`src/rtl/uart_pkg.sv`:
```
// Shared UART definitions: transmitter state encoding and default line timing.
package uart_pkg;

   typedef enum logic [1:0] {
      IDLE  = 2'd0,
      START = 2'd1,
      DATA  = 2'd2,
      STOP  = 2'd3
   } tx_state_e;

   localparam int CLKS_PER_BIT_DEF = 16;
   localparam int STOP_BITS_DEF    = 1;
   localparam int DATA_BITS        = 8;

endpackage

```
`src/rtl/uart_bit_timer.sv`:
```
// Down-counting bit timer: reloads to CLKS_PER_BIT-1, expires when it reaches zero.
module uart_bit_timer
   import uart_pkg::*;
#(
   parameter int CLKS_PER_BIT = CLKS_PER_BIT_DEF
) (
   input  logic clk,
   input  logic rst,
   input  logic load_i,
   input  logic enable_i,
   output logic expire_o
);

   localparam int            TW     = $clog2(CLKS_PER_BIT);
   localparam logic [TW-1:0] RELOAD = TW'(CLKS_PER_BIT - 1);

   logic [TW-1:0] cnt_q, cnt_d;

   always_comb begin
      cnt_d = cnt_q;
      if (load_i) begin
         cnt_d = RELOAD;
      end else if (enable_i && (cnt_q != '0)) begin
         cnt_d = cnt_q - TW'(1);
      end
   end

   always_ff @(posedge clk or posedge rst) begin
      if (rst) begin
         cnt_q <= RELOAD;
      end else begin
         cnt_q <= cnt_d;
      end
   end

   assign expire_o = (cnt_q == '0);

endmodule

```
`src/rtl/uart_tif.sv`:
```
// UART transmitter: one-byte holding register feeding an 8N1/8N2 frame shifter.
module uart_tif
   import uart_pkg::*;
#(
   parameter int CLKS_PER_BIT = CLKS_PER_BIT_DEF,
   parameter int STOP_BITS    = STOP_BITS_DEF
) (
   input  logic       clk,
   input  logic       rst,
   input  logic       tx_vld,
   input  logic [7:0] tx_din,
   output logic       tx_rdy,
   output logic       txd,
   output logic       busy,
   output logic       tx_done
);

   localparam logic [2:0] LAST_IDX  = 3'(DATA_BITS - 1);
   localparam logic       LAST_STOP = 1'(STOP_BITS - 1);

   tx_state_e  state_q, state_d;
   logic       hold_full_q, hold_full_d;
   logic [7:0] hold_q, hold_d;
   logic [7:0] shift_q, shift_d;
   logic [2:0] idx_q, idx_d;
   logic       stop_idx_q, stop_idx_d;
   logic       txd_q, txd_d;
   logic       tmr_load, tmr_expire, frame_end;

   uart_bit_timer #(
      .CLKS_PER_BIT(CLKS_PER_BIT)
   ) u_bit_timer (
      .clk      (clk),
      .rst      (rst),
      .load_i   (tmr_load),
      .enable_i (busy),
      .expire_o (tmr_expire)
   );

   always_comb begin
      state_d     = state_q;
      hold_full_d = hold_full_q;
      hold_d      = hold_q;
      shift_d     = shift_q;
      idx_d       = idx_q;
      stop_idx_d  = stop_idx_q;
      txd_d       = txd_q;
      tmr_load    = 1'b0;
      frame_end   = 1'b0;

      // Acceptance only when empty, so it never collides with a drain below.
      if (tx_vld && !hold_full_q) begin
         hold_d      = tx_din;
         hold_full_d = 1'b1;
      end

      case (state_q)
         IDLE: begin
            txd_d = 1'b1;
            if (hold_full_q) begin
               shift_d     = hold_q;
               hold_full_d = 1'b0;
               state_d     = START;
               txd_d       = 1'b0;
               tmr_load    = 1'b1;
            end
         end
         START: begin
            if (tmr_expire) begin
               state_d  = DATA;
               idx_d    = 3'd0;
               txd_d    = shift_q[0];
               tmr_load = 1'b1;
            end
         end
         DATA: begin
            if (tmr_expire) begin
               tmr_load = 1'b1;
               shift_d  = shift_q >> 1;
               if (idx_q == LAST_IDX) begin
                  state_d    = STOP;
                  stop_idx_d = 1'b0;
                  txd_d      = 1'b1;
               end else begin
                  idx_d = idx_q + 3'd1;
                  txd_d = shift_q[1];
               end
            end
         end
         STOP: begin
            if (tmr_expire) begin
               tmr_load = 1'b1;
               if (stop_idx_q == LAST_STOP) begin
                  frame_end = 1'b1;
                  // A waiting byte starts its frame with no idle gap.
                  if (hold_full_q) begin
                     shift_d     = hold_q;
                     hold_full_d = 1'b0;
                     state_d     = START;
                     txd_d       = 1'b0;
                  end else begin
                     state_d = IDLE;
                     txd_d   = 1'b1;
                  end
               end else begin
                  stop_idx_d = stop_idx_q + 1'b1;
               end
            end
         end
         default: begin
            state_d = IDLE;
            txd_d   = 1'b1;
         end
      endcase
   end

   always_ff @(posedge clk or posedge rst) begin
      if (rst) begin
         state_q     <= IDLE;
         hold_full_q <= 1'b0;
         shift_q     <= 8'h00;
         idx_q       <= 3'd0;
         stop_idx_q  <= 1'b0;
         txd_q       <= 1'b1;
      end else begin
         state_q     <= state_d;
         hold_full_q <= hold_full_d;
         shift_q     <= shift_d;
         idx_q       <= idx_d;
         stop_idx_q  <= stop_idx_d;
         txd_q       <= txd_d;
      end
   end

   // Holding data is only meaningful while hold_full is set.
   always_ff @(posedge clk) begin
      hold_q <= hold_d;
   end

   assign tx_rdy  = ~hold_full_q;
   assign txd     = txd_q;
   assign busy    = (state_q != IDLE);
   assign tx_done = frame_end;

endmodule

```
`config.mk`:
```
export PLATFORM = sky130hd
export DESIGN_NAME = uart_tif
export DESIGN_NICKNAME = d
export VERILOG_FILES = /design/src/rtl/uart_pkg.sv /design/src/rtl/uart_bit_timer.sv /design/src/rtl/uart_tif.sv
export SDC_FILE = /design/constraint.sdc
export NUM_CORES = 1
export LEC_CHECK = 0
export ABC_AREA = 1
export CORE_ASPECT_RATIO = 1.4
export CORE_MARGIN = 2
export CORE_UTILIZATION = 48
export CTS_BUF_LIST = sky130_fd_sc_hd__clkbuf_4 sky130_fd_sc_hd__clkbuf_8
export CTS_CLUSTER_DIAMETER = 200
export CTS_CLUSTER_SIZE = 28
export DETAILED_ROUTE_END_ITERATION = 7
export HOLD_SLACK_MARGIN = 0.02
export PLACE_DENSITY = 0.68
export SLEW_MARGIN = 20
export SYNTH_ARGS = -nofsm -noshare
export SYNTH_HDL_FRONTEND = slang
export SYNTH_SLANG_ARGS = --single-unit
export TNS_END_PERCENT = 20
```
`constraint.sdc`:
```
create_clock -name clk -period 3.3 [get_ports clk]
set_clock_uncertainty 0.2 [all_clocks]
set_input_delay 0.66 -clock clk [delete_from_list [all_inputs] [get_ports clk]]
set_output_delay 0.66 -clock clk [all_outputs]
set_load 0.05 [all_outputs]
```
* Yosys cells after proc, flatten, opt, wreduce, memory -nomap -nowiden
Cells that the tools add are included.
** Cells by class
- $add $sub $neg :: 3
- Equality and inequality tests :: 11
- Muxes and demuxes :: 42
- Bitwise gates (word level) :: 1
- Reduce and logical (&&, ||, !) cells :: 17
** Operator list (count)
- 8-bit 2-to-1 mux :: 4
- 8-bit case mux with 3 select lines :: 1
- 1-bit 2-to-1 mux :: 20
- 4-bit AND reduction :: 4
- 2-bit != test, second input constant :: 7
- 2-bit 2-to-1 mux :: 6
- 3-bit 2-to-1 mux :: 3
- 4-bit 2-to-1 mux :: 2
- 2-bit case mux with 4 select lines :: 1
- 2-bit nonzero test :: 4
- 1-bit case mux with 2 select lines :: 3
- 3-bit case mux with 2 select lines :: 1
- 6-bit AND reduction :: 1
- 2-bit equality test, second input constant :: 2
- 4-bit logical NOT :: 1
- 1-bit case mux with 4 select lines :: 1
- 4-bit nonzero test :: 1
- 4-bit by 1-bit subtractor with 4-bit output, second input constant :: 1
- 3-bit by 1-bit adder with 3-bit output, second input constant :: 1
- 3-bit equality test, second input constant :: 1
- 3-bit nonzero test :: 1
- 3-bit OR reduction :: 1
- 2-bit by 1-bit equality test with 1-bit output, second input constant :: 1
- 1-bit logical AND :: 2
- 4 further kinds :: 4
** Word-level totals
- Register bits :: 28
- Output and inout bits :: 4
- Logic and storage cells :: 82

* Logic depth before layout (Yosys ltp)
Gate-level depths: netlist of run 1.
- Word-level depth :: 7
- Gate-level depth with buffers :: 9
- Gate-level depth less buffers :: 9

* Modules after synthesis
Synthesis of run 1 repeated with hierarchy kept, for this count alone.
** Unflattened totals
- Cells, all modules :: 167
- Area total of the unflattened synthesis :: 1461.4 sq um
** By module, submodules not included
- uart_tif :: times used 1, cells each 134, area an instance 1186.1 sq um
- uart_bit_timer :: times used 1, cells each 33, area an instance 275.3 sq um

* Worst setup path after synthesis of run 1
Ideal clock, no wire load.
- Path kind :: reg2out
- Start :: register u_bit_timer.cnt_q[0]
- End :: output port tx_done
- Data arrival time :: 1.422 ns
- Setup slack :: 1.018 ns
- Stages on the path, launching flop included :: 5
- Buffers on the path :: 0
- Cells stage by stage :: dfstp_2 inv_1 ha_1 nand2_1 nor2_1
** On the way
- Cells in the longest elaborated chain, start to end :: 3
** Ends and longest elaborated chain
- from (decl) :: line uart_bit_timer.sv:17 : logic [TW-1:0] cnt_q, cnt_d;
- from (signal assigned) :: line uart_bit_timer.sv:32 : cnt_q <= cnt_d;
- 4-bit logical NOT :: line uart_bit_timer.sv:36 : assign expire_o = (cnt_q == '0);
- 1-bit 2-to-1 mux :: line uart_tif.sv:91 : if (tmr_expire) begin
- 1-bit 2-to-1 mux :: line uart_tif.sv:57 : case (state_q)
- to (decl) :: line uart_tif.sv:15 : output logic tx_done
Every way passes these cells.

* Worst setup path after layout of run 1
Same ends and word-level chain as after synthesis.

==> summary.txt, run 1 <==
Run status
  – Outcome: finished clean

STA
  – Worst Max-Slew Pin Slew: 771 ps
  – Normalized max-slew margin: 48.5%
  – Period minus WS final: 2960 ps
  – Max Clk Rate: 337 MHz
  – RSZ-0062 raised after global routing: no
  – Setup TNS: 0 ps
  – Endpoints failing hold: 0
  – Period utilization: 89.8%
  – Setup violations, final: 0
  – Final max-slew violation count: 0

Pwr
  – Cell Pwr Density: 985 nW/um^2
  – Seq pwr share: 36.7%
  – P_leak: 0.827 nW
  – Combinational share of power: 51.4%
  – Sw Pwr: 0.000738 W
  – Max rail drop VDD: 588 uV
  – Clock power frac: 11.9%
  – P_int: 0.000853 W
  – Sw frac: 46.4%

Synth
  – Leading area contributor after synthesis: dfrtp_1
  – Primary FF master, synth: dfrtp_1
  – FF+latch count, synth: 27
  – Yosys warnings: 0
  – Most frequent cell after synthesis: nand2_1
  – Mean Syn Cell Area: 8.30 sq um
  – Post-Syn Area: 1400 sq um
  – Post-synth top cells: 71 x nand2_1, 18 x nand3_1, 17 x inv_1, 14 x dfrtp_1
  – Cells after Synth: 168
  – Ranking of synthesized cells by area: dfrtp_1 25%, nand2_1 19%, edfxtp_1 17%, dfstp_2 9.4%, ha_1 7.2%
  – Post-synth top area share: 25.1%
  – Number of synthesized flops with an enable pin: 8
  – Distinct cells, synth: 19
  – Mapped Nets: 187
  – Seq/Total Area, Yosys: 51.7%
  – Ys async rst share: 70.4%

Run
  – Max cap viols: 0

Hold path
  – Hold Crit Start: shift_q[2]
  – Hold-critical path endpoint: shift_q[2]
  – Hold Path Depth: 2
  – Hold Path Class: flop to flop

Route
  – Routed WL: 2.58 mm
  – Detailed Routing Iterations Pass 1: 4
  – Total number of vias: 1,095
  – Antenna-violating nets left: 0
  – DRT iter0 DRCs: 30
  – DRC violations left: 0
  – Vias per cell: 4.95
  – WL per Instance: 11.7 um

Worst setup path
  – Req. time, crit path: 2440 ps
  – Critical Setup Path Class: flop to output pin
  – Reg-to-Reg End: shift_q[4]
  – R2R Setup Slk: 1030 ps
  – Worst path arrival time: 2100 ps
  – FF-to-FF Start: state_q[0]
  – CP max FO: 7
  – R2R depth: 7
  – Setup crit start kind: flop
  – Crit end category: output pin

Finish
  – Final core occ: 57.3%
  – Diodes inserted: 0
  – Share of cells above drive strength 1: 7.61%
  – Layout area overhead: 15.8%
  – Final Instance Count excl. Fillers: 221
  – Nets: 204

Placed design
  – Post-DP HPWL: 1.93 mm
  – Placed Cells: 217
  – IO buf count: 14
  – RD Place Congestion: 0.800

Floorplan
  – Chip height: 67.8 um
  – Boundary pin count: 15
  – Die ar.: 3360 sq um
  – Row count: 23
  – Chip Width: 49.6 um
  – Initial Utilization: 49.5%
  – Core area: 2820 sq um

Clock network
  – Setup bufs post-CTS: 0
  – Worst-Skew Late Latency: 280 ps
  – CTS sink count: 27
  – Max Buffers Root-to-Sink: 2
  – Post-CTS Resized: 0
  – Num CTS Buffers: 3
  – TritonCTS clock tree: done
  – CTS Hold Bufs: 0
  – Clock root cell: clkbuf_8
  – Reg clk slew, reported paths: 90 ps
  – CTS H-tree depth: 1

Global routing
  – First-pass GRT wire length: 4.40 mm
  – Largest net degree at the start of global routing: 20
  – Total track usage: 17.2%
  – Vias in the first global route: 1,094
  – Initial antenna violation count: 0
  – Gr ovfl total: 0
area by class of cell:
class | count | area, sq um
fillers | 291 | 1200
flip-flops and latches | 27 | 722
multi-input cells | 120 | 589
repair buffers | 14 | 140
inverters | 19 | 71.3
well taps | 37 | 46.3
clock buffers | 3 | 41.3
clock inverters | 1 | 5.00
cell families after synthesis:
family	after synthesis	synth area share, %
AOI/OAI and AO/OA	9	4.04
adders and majority gates	8	7.18
buffers and inverters	21	6.01
DFF	27	51.7
and+or+nand+nor	103	31.0
registers in the layout, indices dropped and copies added (netlist names):
name               flops
txd                    1
hold_full_q            1
hold_q                 8
idx_q                  3
u_bit_timer.cnt_q      4
state_q                2
shift_q                8
metrics by stage:
step	hold WS, ps	instance area [sq um]	setup WS [ps]	power, W
2_1_floorplan	242	1400	1020	0.00121
3_3_place_gp	257	1570	713	0.00138
3_5_place_dp	264	1570	640	0.00141
4_1_cts	286	1620	331	0.00160
5_1_grt	310	1620	257	0.00173
6_report	282	1620	335	0.00159
how the worst max path moves through the flow:
stage | start | end | slack, ps | cells past startpoint
after floorplan | u_bit_timer.cnt_q[0] | tx_done | 1020 | 4
after global placement | u_bit_timer.cnt_q[0] | tx_done | 710 | 5
after detailed placement | u_bit_timer.cnt_q[0] | tx_done | 640 | 5
after CTS | u_bit_timer.cnt_q[0] | tx_done | 330 | 5
after global routing | u_bit_timer.cnt_q[0] | tx_done | 260 | 5
final | u_bit_timer.cnt_q[0] | tx_done | 340 | 5
power by group through the flow:
stage | combinational (W) | sequential, W | clock [W]
after global placement | 0.000796 | 0.000582 | 0
after detailed placement | 0.000821 | 0.000589 | 0
after global routing | 0.000928 | 0.000597 | 0.000202
final | 0.000818 | 0.000584 | 0.000190
after floorplan | 0.000621 | 0.000588 | 0
after CTS | 0.000825 | 0.000582 | 0.000195
metal layers:
| metal | GRT usage, % | share of wire [%] | vias up | wire length (um) |
|---|---|---|---|---|
| li1 | - | - | 565 | - |
| met1 | 18.7 | 41 | 497 | 1070 |
| met2 | 32.5 | 52 | 27 | 1350 |
| met3 | 2.88 | 4.3 | 6 | 112 |
| met4 | 7.64 | 1.9 | 0 | 49 |
| met5 | 0 | 0 | - | 0 |
critical path: stages (launching register included):
cell and delay, ps:
dfstp_2 560, inv_1 70, ha_1 240, nand2_1 200, nor2_1 60, clkdlybuf4s50_1 700
cells in the final DEF, fill, tap and decap left out, drive strengths merged:
cell type,instances
nand2,73
inv,19
o21ai,6
ha,8
clkdlybuf4s50,14
dfrtp,14
nand3,18
edfxtp,8
a21oi,3
clkinv,1
clkbuf,3
nor2,8
dfstp,5
nand3b,3
nand4,1
(Power assumes the default switching activity.)
==> run 2: changes to the inputs <==
CORE_ASPECT_RATIO = default   (was 1.4)
CTS_CLUSTER_SIZE = 12   (was 28)
PLACE_DENSITY = 0.69   (was 0.68)
==> run 2 against run 1 <==
  * Clock-buffer cell count unchanged
  * Global-route usage rose by 0.37 points
  * Routed wire length rose by 2.5%
  * Critical path depth unchanged
  * Worst setup slack worse by 63 ps
  * Design area shrank 1.5%
  * Utilization up 0.44 points
  * Critical endpoint unchanged
==> summary.txt, run 2 (same netlist as run 1, synthesis figures left out) <==
Run status
  – Outcome: finished clean (unchanged)

Clock network
  – Reg clk slew, reported paths: 160 ps (was 90 ps)
  – Num CTS Buffers: 3 (unchanged)
  – Max Buffers Root-to-Sink: 2 (unchanged)
  – Setup bufs post-CTS: 0 (unchanged)
  – CTS Hold Bufs: 0 (unchanged)
  – TritonCTS clock tree: done (unchanged)
  – CTS H-tree depth: 1 (unchanged)
  – CTS sink count: 27 (unchanged)
  – Worst-Skew Late Latency: 340 ps (was 280 ps)
  – Post-CTS Resized: 0 (unchanged)
  – Clock root cell: clkbuf_4 (was clkbuf_8)

Floorplan
  – Initial Utilization: 50.6% (was 49.5%)
  – Die ar.: 3350 sq um (was 3360 sq um)
  – Boundary pin count: 15 (unchanged)
  – Chip Width: 57.9 um (was 49.6 um)
  – Row count: 19 (was 23)
  – Core area: 2760 sq um (was 2820 sq um)
  – Chip height: 57.9 um (was 67.8 um)

Pwr
  – Sw frac: 47.8% (was 46.4%)
  – Cell Pwr Density: 979 nW/um^2 (was 985 nW/um^2)
  – Clock power frac: 9.8% (was 11.9%)
  – P_leak: 0.815 nW (was 0.827 nW)
  – P_int: 0.000814 W (was 0.000853 W)
  – Seq pwr share: 37.4% (was 36.7%)
  – Max rail drop VDD: 675 uV (was 588 uV)
  – Sw Pwr: 0.000744 W (was 0.000738 W)
  – Combinational share of power: 52.8% (was 51.4%)

Placed design
  – Post-DP HPWL: 1.92 mm (was 1.93 mm)
  – DP Area: 1560 sq um (was 1570 sq um)
  – RD Place Congestion: 0.785 (was 0.800)
  – IO buf count: 14 (unchanged)

Route
  – WL per Instance: 12.3 um (was 11.7 um)
  – Routed WL: 2.65 mm (was 2.58 mm)
  – DRC violations left: 0 (unchanged)
  – Vias per cell: 5.15 (was 4.95)
  – DRT iter0 DRCs: 47 (was 30)
  – Detailed Routing Iterations Pass 1: 4 (unchanged)
  – Total number of vias: 1,107 (was 1,095)
  – Antenna-violating nets left: 0 (unchanged)

STA
  – Worst Max-Slew Pin Slew: 727 ps (was 771 ps)
  – Setup TNS: 0 ps (unchanged)
  – Setup violations, final: 0 (unchanged)
  – Max Clk Rate: 330 MHz (was 337 MHz)
  – Endpoints failing hold: 0 (unchanged)
  – Period minus WS final: 3030 ps (was 2960 ps)
  – Normalized max-slew margin: 51.5% (was 48.5%)
  – RSZ-0062 raised after global routing: no (unchanged)
  – Final max-slew violation count: 0 (unchanged)
  – Period utilization: 91.7% (was 89.8%)
  – Min Hold Slack: 296 ps (was 282 ps)

Finish
  – FF+latch area: 722 sq um (unchanged)
  – Final core occ: 57.7% (was 57.3%)
  – Largest registers: hold_q (8), shift_q (8), u_bit_timer.cnt_q (4) (unchanged)
  – Area of the multi-input gates: 589 sq um (unchanged)
  – Share of cells above drive strength 1: 7.61% (unchanged)
  – Diodes inserted: 0 (unchanged)
  – Most common cell after layout, fill and taps aside: nand2_1 (unchanged)
  – Most frequent cells in the layout: 71 x nand2_1, 18 x nand3_1, 17 x inv_1 (unchanged)
  – Layout area overhead: 14.1% (was 15.8%)
  – Post-route cell area: 1590 sq um (was 1620 sq um)
  – Nets: 204 (unchanged)
  – Fill cells: 269 (was 291)

Global routing
  – Initial antenna violation count: 0 (unchanged)
  – Total track usage: 17.6% (was 17.2%)
  – Vias in the first global route: 1,084 (was 1,094)
  – First-pass GRT wire length: 4.57 mm (was 4.40 mm)
  – Largest net degree at the start of global routing: 20 (unchanged)
  – Gr ovfl total: 0 (unchanged)

Hold path
  – Hold Path Depth: 2 (unchanged)
  – Hold Crit Start: shift_q[4] (was shift_q[2])
  – Hold Path Class: flop to flop (unchanged)
  – Hold-critical path endpoint: shift_q[4] (was shift_q[2])

Worst setup path
  – R2R Setup Slk: 990 ps (was 1030 ps)
  – CP bufs+invs: 2 (unchanged)
  – Reg-to-Reg End: shift_q[5] (was shift_q[4])
  – Req. time, crit path: 2440 ps (about the same)
  – Worst path max stage delay: 700 ps (about the same)
  – Critical path cell sequence: inv_1 > ha_1 > nand2_1 > nor2_1 > clkdlybuf4s50_1 (unchanged)
  – R2R depth: 7 (unchanged)
  – Slowest CP cell: clkdlybuf4s50_1 (unchanged)
  – FF-to-FF Start: state_q[0] (unchanged)
  – Setup crit start kind: flop (unchanged)
  – Critical Setup Path Class: flop to output pin (unchanged)
  – Largest delay share family, worst path: buffers and inverters (unchanged)
  – CP max FO: 7 (unchanged)
  – Crit end category: output pin (unchanged)
  – Worst path arrival time: 2170 ps (was 2100 ps)

Run
  – Max cap viols: 0 (unchanged)
## run 2: changes by cell type in the layout (fill, tap and decap cells not counted), sizes merged
cell      change
clkinv        -1
clkinvlp      +1
## run 2: cell type report
type                       count  area share (%)
sequential                    27            45.4
multi-input combinational    120            37.0
timing repair buffer          14            8.80
inverter                      19            4.48
tap                           31            2.44
clock buffer                   3            1.42
clock inverter                 1           0.472
## run 2: worst max path at each step
stage | start | slack, ps | end | cells after the start
6_report | u_bit_timer.cnt_q[0] | 270 | tx_done | 5
5_1_grt | u_bit_timer.cnt_q[0] | 150 | tx_done | 5
4_1_cts | u_bit_timer.cnt_q[0] | 270 | tx_done | 5
3_5_place_dp | u_bit_timer.cnt_q[0] | 660 | tx_done | 5
3_3_place_gp | u_bit_timer.cnt_q[0] | 700 | tx_done | 5
2_1_floorplan | u_bit_timer.cnt_q[0] | 1020 | tx_done | 4
## run 2: layer usage
layer	share of wire (%)	vias up	GRT usage, %
met5	0	-	0
met2	48	24	28.2
li1	-	560	-
met3	4.1	4	2.46
met4	0.98	0	7.64
met1	47	519	23.8
## run 2: power by group through the flow
stage | Clock (W) | Sequential [W] | Combinational (W)
after detailed placement | 0 | 0.000589 | 0.000818
after global routing | 0.000167 | 0.000598 | 0.000943
after CTS | 0.000157 | 0.000580 | 0.000825
after global placement | 0 | 0.000582 | 0.000795
final | 0.000153 | 0.000583 | 0.000822
after floorplan | 0 | 0.000588 | 0.000621
## run 2: tightest hold or removal path: stages (launching register included)
cell	delay, ps
dfrtp_1	380
nand2_1	50
nand2_1	50
## run 2: per-stage QoR
step	instances	total power, W	worst slack (ps)
global route	215	0.00171	149
floorplan	168	0.00121	1020
global placement	211	0.00138	704
detailed placement	211	0.00141	663
finish	215	0.00156	273
CTS	215	0.00156	269
==> run 3: changes to the inputs <==
CORE_ASPECT_RATIO = 0.75   (was default)
HOLD_SLACK_MARGIN = 0.06   (was 0.02)
SLEW_MARGIN = default   (was 20)
==> run 3 against run 2 <==
  * Critical path depth did not move
  * Combinational power fell by 0.7%
  * Worst setup slack improved by 110 ps
==> summary.txt, run 3 (same netlist as run 1, synthesis figures left out) <==
Worst setup path
  – Critical path cell sequence: inv_1 > ha_1 > nand2_1 > nor2_1 > clkdlybuf4s50_1 (unchanged)
  – Slowest CP cell: clkdlybuf4s50_1 (unchanged)
  – Worst path max stage delay: 700 ps (about the same)
  – CP max FO: 7 (unchanged)
  – Req. time, crit path: 2440 ps (about the same)
  – Crit end category: output pin (unchanged)
  – Worst path arrival time: 2060 ps (was 2170 ps)
  – Largest delay share family, worst path: buffers and inverters (unchanged)
  – FF-to-FF Start: state_q[0] (unchanged)
  – Worst Setup SP: u_bit_timer.cnt_q[0] (unchanged)
  – CP bufs+invs: 2 (unchanged)
  – Setup crit start kind: flop (unchanged)
  – Critical Setup Path Class: flop to output pin (unchanged)

Clock network
  – Clock root cell: clkbuf_8 (was clkbuf_4)
  – Reg clk slew, reported paths: 90 ps (was 160 ps)
  – CTS H-tree depth: 1 (unchanged)
  – Post-CTS Resized: 0 (unchanged)
  – CTS Hold Bufs: 0 (unchanged)
  – Setup bufs post-CTS: 0 (unchanged)
  – TritonCTS clock tree: done (unchanged)
  – Max Buffers Root-to-Sink: 2 (unchanged)
  – Num CTS Buffers: 3 (unchanged)
  – CTS sink count: 27 (unchanged)
  – Worst-Skew Late Latency: 270 ps (was 340 ps)

Floorplan
  – Boundary pin count: 15 (unchanged)
  – Chip height: 50.7 um (was 57.9 um)
  – Row count: 16 (was 19)
  – Die ar.: 3360 sq um (was 3350 sq um)
  – Chip Width: 66.3 um (was 57.9 um)
  – Core area: 2680 sq um (was 2760 sq um)
  – Initial Utilization: 52.0% (was 50.6%)

Hold path
  – Hold Path Class: flop to flop (unchanged)
  – Hold Crit Start: shift_q[6] (was shift_q[4])

STA
  – Final max-slew violation count: 0 (unchanged)
  – Max Clk Rate: 343 MHz (was 330 MHz)
  – RSZ-0062 raised after global routing: no (unchanged)
  – Period minus WS final: 2920 ps (was 3030 ps)
  – Endpoints failing hold: 0 (unchanged)
  – Setup TNS: 0 ps (unchanged)
  – Min setup slack post-route: 382 ps (was 273 ps)
  – Normalized max-slew margin: 53.4% (was 51.5%)
  – Worst Max-Slew Pin Slew: 698 ps (was 727 ps)
  – Setup violations, final: 0 (unchanged)
  – Period utilization: 88.4% (was 91.7%)

Route
  – DRC violations left: 0 (unchanged)
  – Detailed Routing Iterations Pass 1: 4 (unchanged)
  – DRT iter0 DRCs: 67 (was 47)
  – Total number of vias: 1,076 (was 1,107)
  – WL per Instance: 11.4 um (was 12.3 um)
  – Antenna-violating nets left: 0 (unchanged)
  – Vias per cell: 4.89 (was 5.15)
  – Routed WL: 2.51 mm (was 2.65 mm)

Global routing
  – Largest net degree at the start of global routing: 20 (unchanged)
  – First-pass GRT wire length: 4.35 mm (was 4.57 mm)
  – Vias in the first global route: 959 (was 1,084)
  – Initial antenna violation count: 0 (unchanged)
  – Gr ovfl total: 0 (unchanged)
  – Total track usage: 17.1% (was 17.6%)

Finish
  – Area of the multi-input gates: 589 sq um (unchanged)
  – Share of cells above drive strength 1: 7.61% (unchanged)
  – Final core occ: 60.3% (was 57.7%)
  – Nets: 204 (unchanged)
  – Most common cell after layout, fill and taps aside: nand2_1 (unchanged)
  – Layout area overhead: 15.9% (was 14.1%)
  – Diodes inserted: 0 (unchanged)
  – FF+latch area: 722 sq um (unchanged)
  – Fill cells: 241 (was 269)
  – Final Instance Count excl. Fillers: 220 (was 215)
  – Largest registers: hold_q (8), shift_q (8), u_bit_timer.cnt_q (4) (unchanged)
  – Most frequent cells in the layout: 71 x nand2_1, 18 x nand3_1, 17 x inv_1 (unchanged)

Placed design
  – Post-DP HPWL: 1.87 mm (was 1.92 mm)
  – IO buf count: 14 (unchanged)
  – Place WS: 682 ps (was 663 ps)
  – RD Place Congestion: 0.890 (was 0.785)
  – Placed Cells: 216 (was 211)

Pwr
  – Tot Pwr: 0.00159 W (was 0.00156 W)
  – P_leak: 0.823 nW (was 0.815 nW)
  – Max rail drop VDD: 514 uV (was 675 uV)
  – Cell Pwr Density: 983 nW/um^2 (was 979 nW/um^2)

Run status
  – Outcome: finished clean (unchanged)

Run
  – Max cap viols: 0 (unchanged)
==> run 3: cell count changes in the layout (fill, tap and decap cells not counted) <==
| cell | change |
|---|---|
| clkbuf_8 | +3 |
| clkbuf_4 | -3 |
==> run 3: where the power goes <==
| part | switching, W | internal [W] | leakage (nW) |
|---|---|---|---|
| combinational | 0.000545 | 0.000271 | 0.495 |
| clock | 0.000102 | 0.0000856 | 0.0217 |
| sequential | 0.0000871 | 0.000497 | 0.306 |
==> run 3: path summary, 6_finish.rpt <==
| check | slack (ps) | end | cells after the start |
|---|---|---|---|
| min in group asynchronous | 590 | idx_q[2] | 2 |
| worst min register to register | 280 | shift_q[6] | 2 |
| worst max-delay path | 380 | tx_done | 5 |
| max in group asynchronous | 1870 | shift_q[7] | 2 |
| worst max register to register | 1100 | shift_q[1] | 7 |
| worst min-delay path | 280 | shift_q[6] | 2 |
==> run 3: cell type report <==
class | count | area share [%]
tap | 36 | 2.79
clock inverter | 1 | 0.464
clock buffer | 3 | 2.55
multi-input combinational | 120 | 36.5
timing repair buffer | 14 | 8.67
sequential | 27 | 44.7
inverter | 19 | 4.41
==> run 3: per-layer routing <==
layer / track usage (%) / up-vias / wire [um]
met5: 0 / - / 0
met4: 3.74 / 0 / 13
met3: 4.71 / 2 / 154
met2: 25.3 / 38 / 1140
met1: 25.1 / 476 / 1200
li1: - / 560 / -
==> run 3: metrics by stage <==
step,area (sq um),hold slack [ps]
2_1_floorplan,1400,242
3_3_place_gp,1570,253
3_5_place_dp,1570,258
4_1_cts,1620,282
5_1_grt,1620,300
6_report,1620,282
==> run 3: worst reg2reg max path, stage by stage (launching register included) <==
cell and delay (ps):
dfrtp_1 440, inv_1 140, ha_1 430, inv_1 300, a21oi_4 350, nand2_4 120
nand2_1 70, nand2_1 50
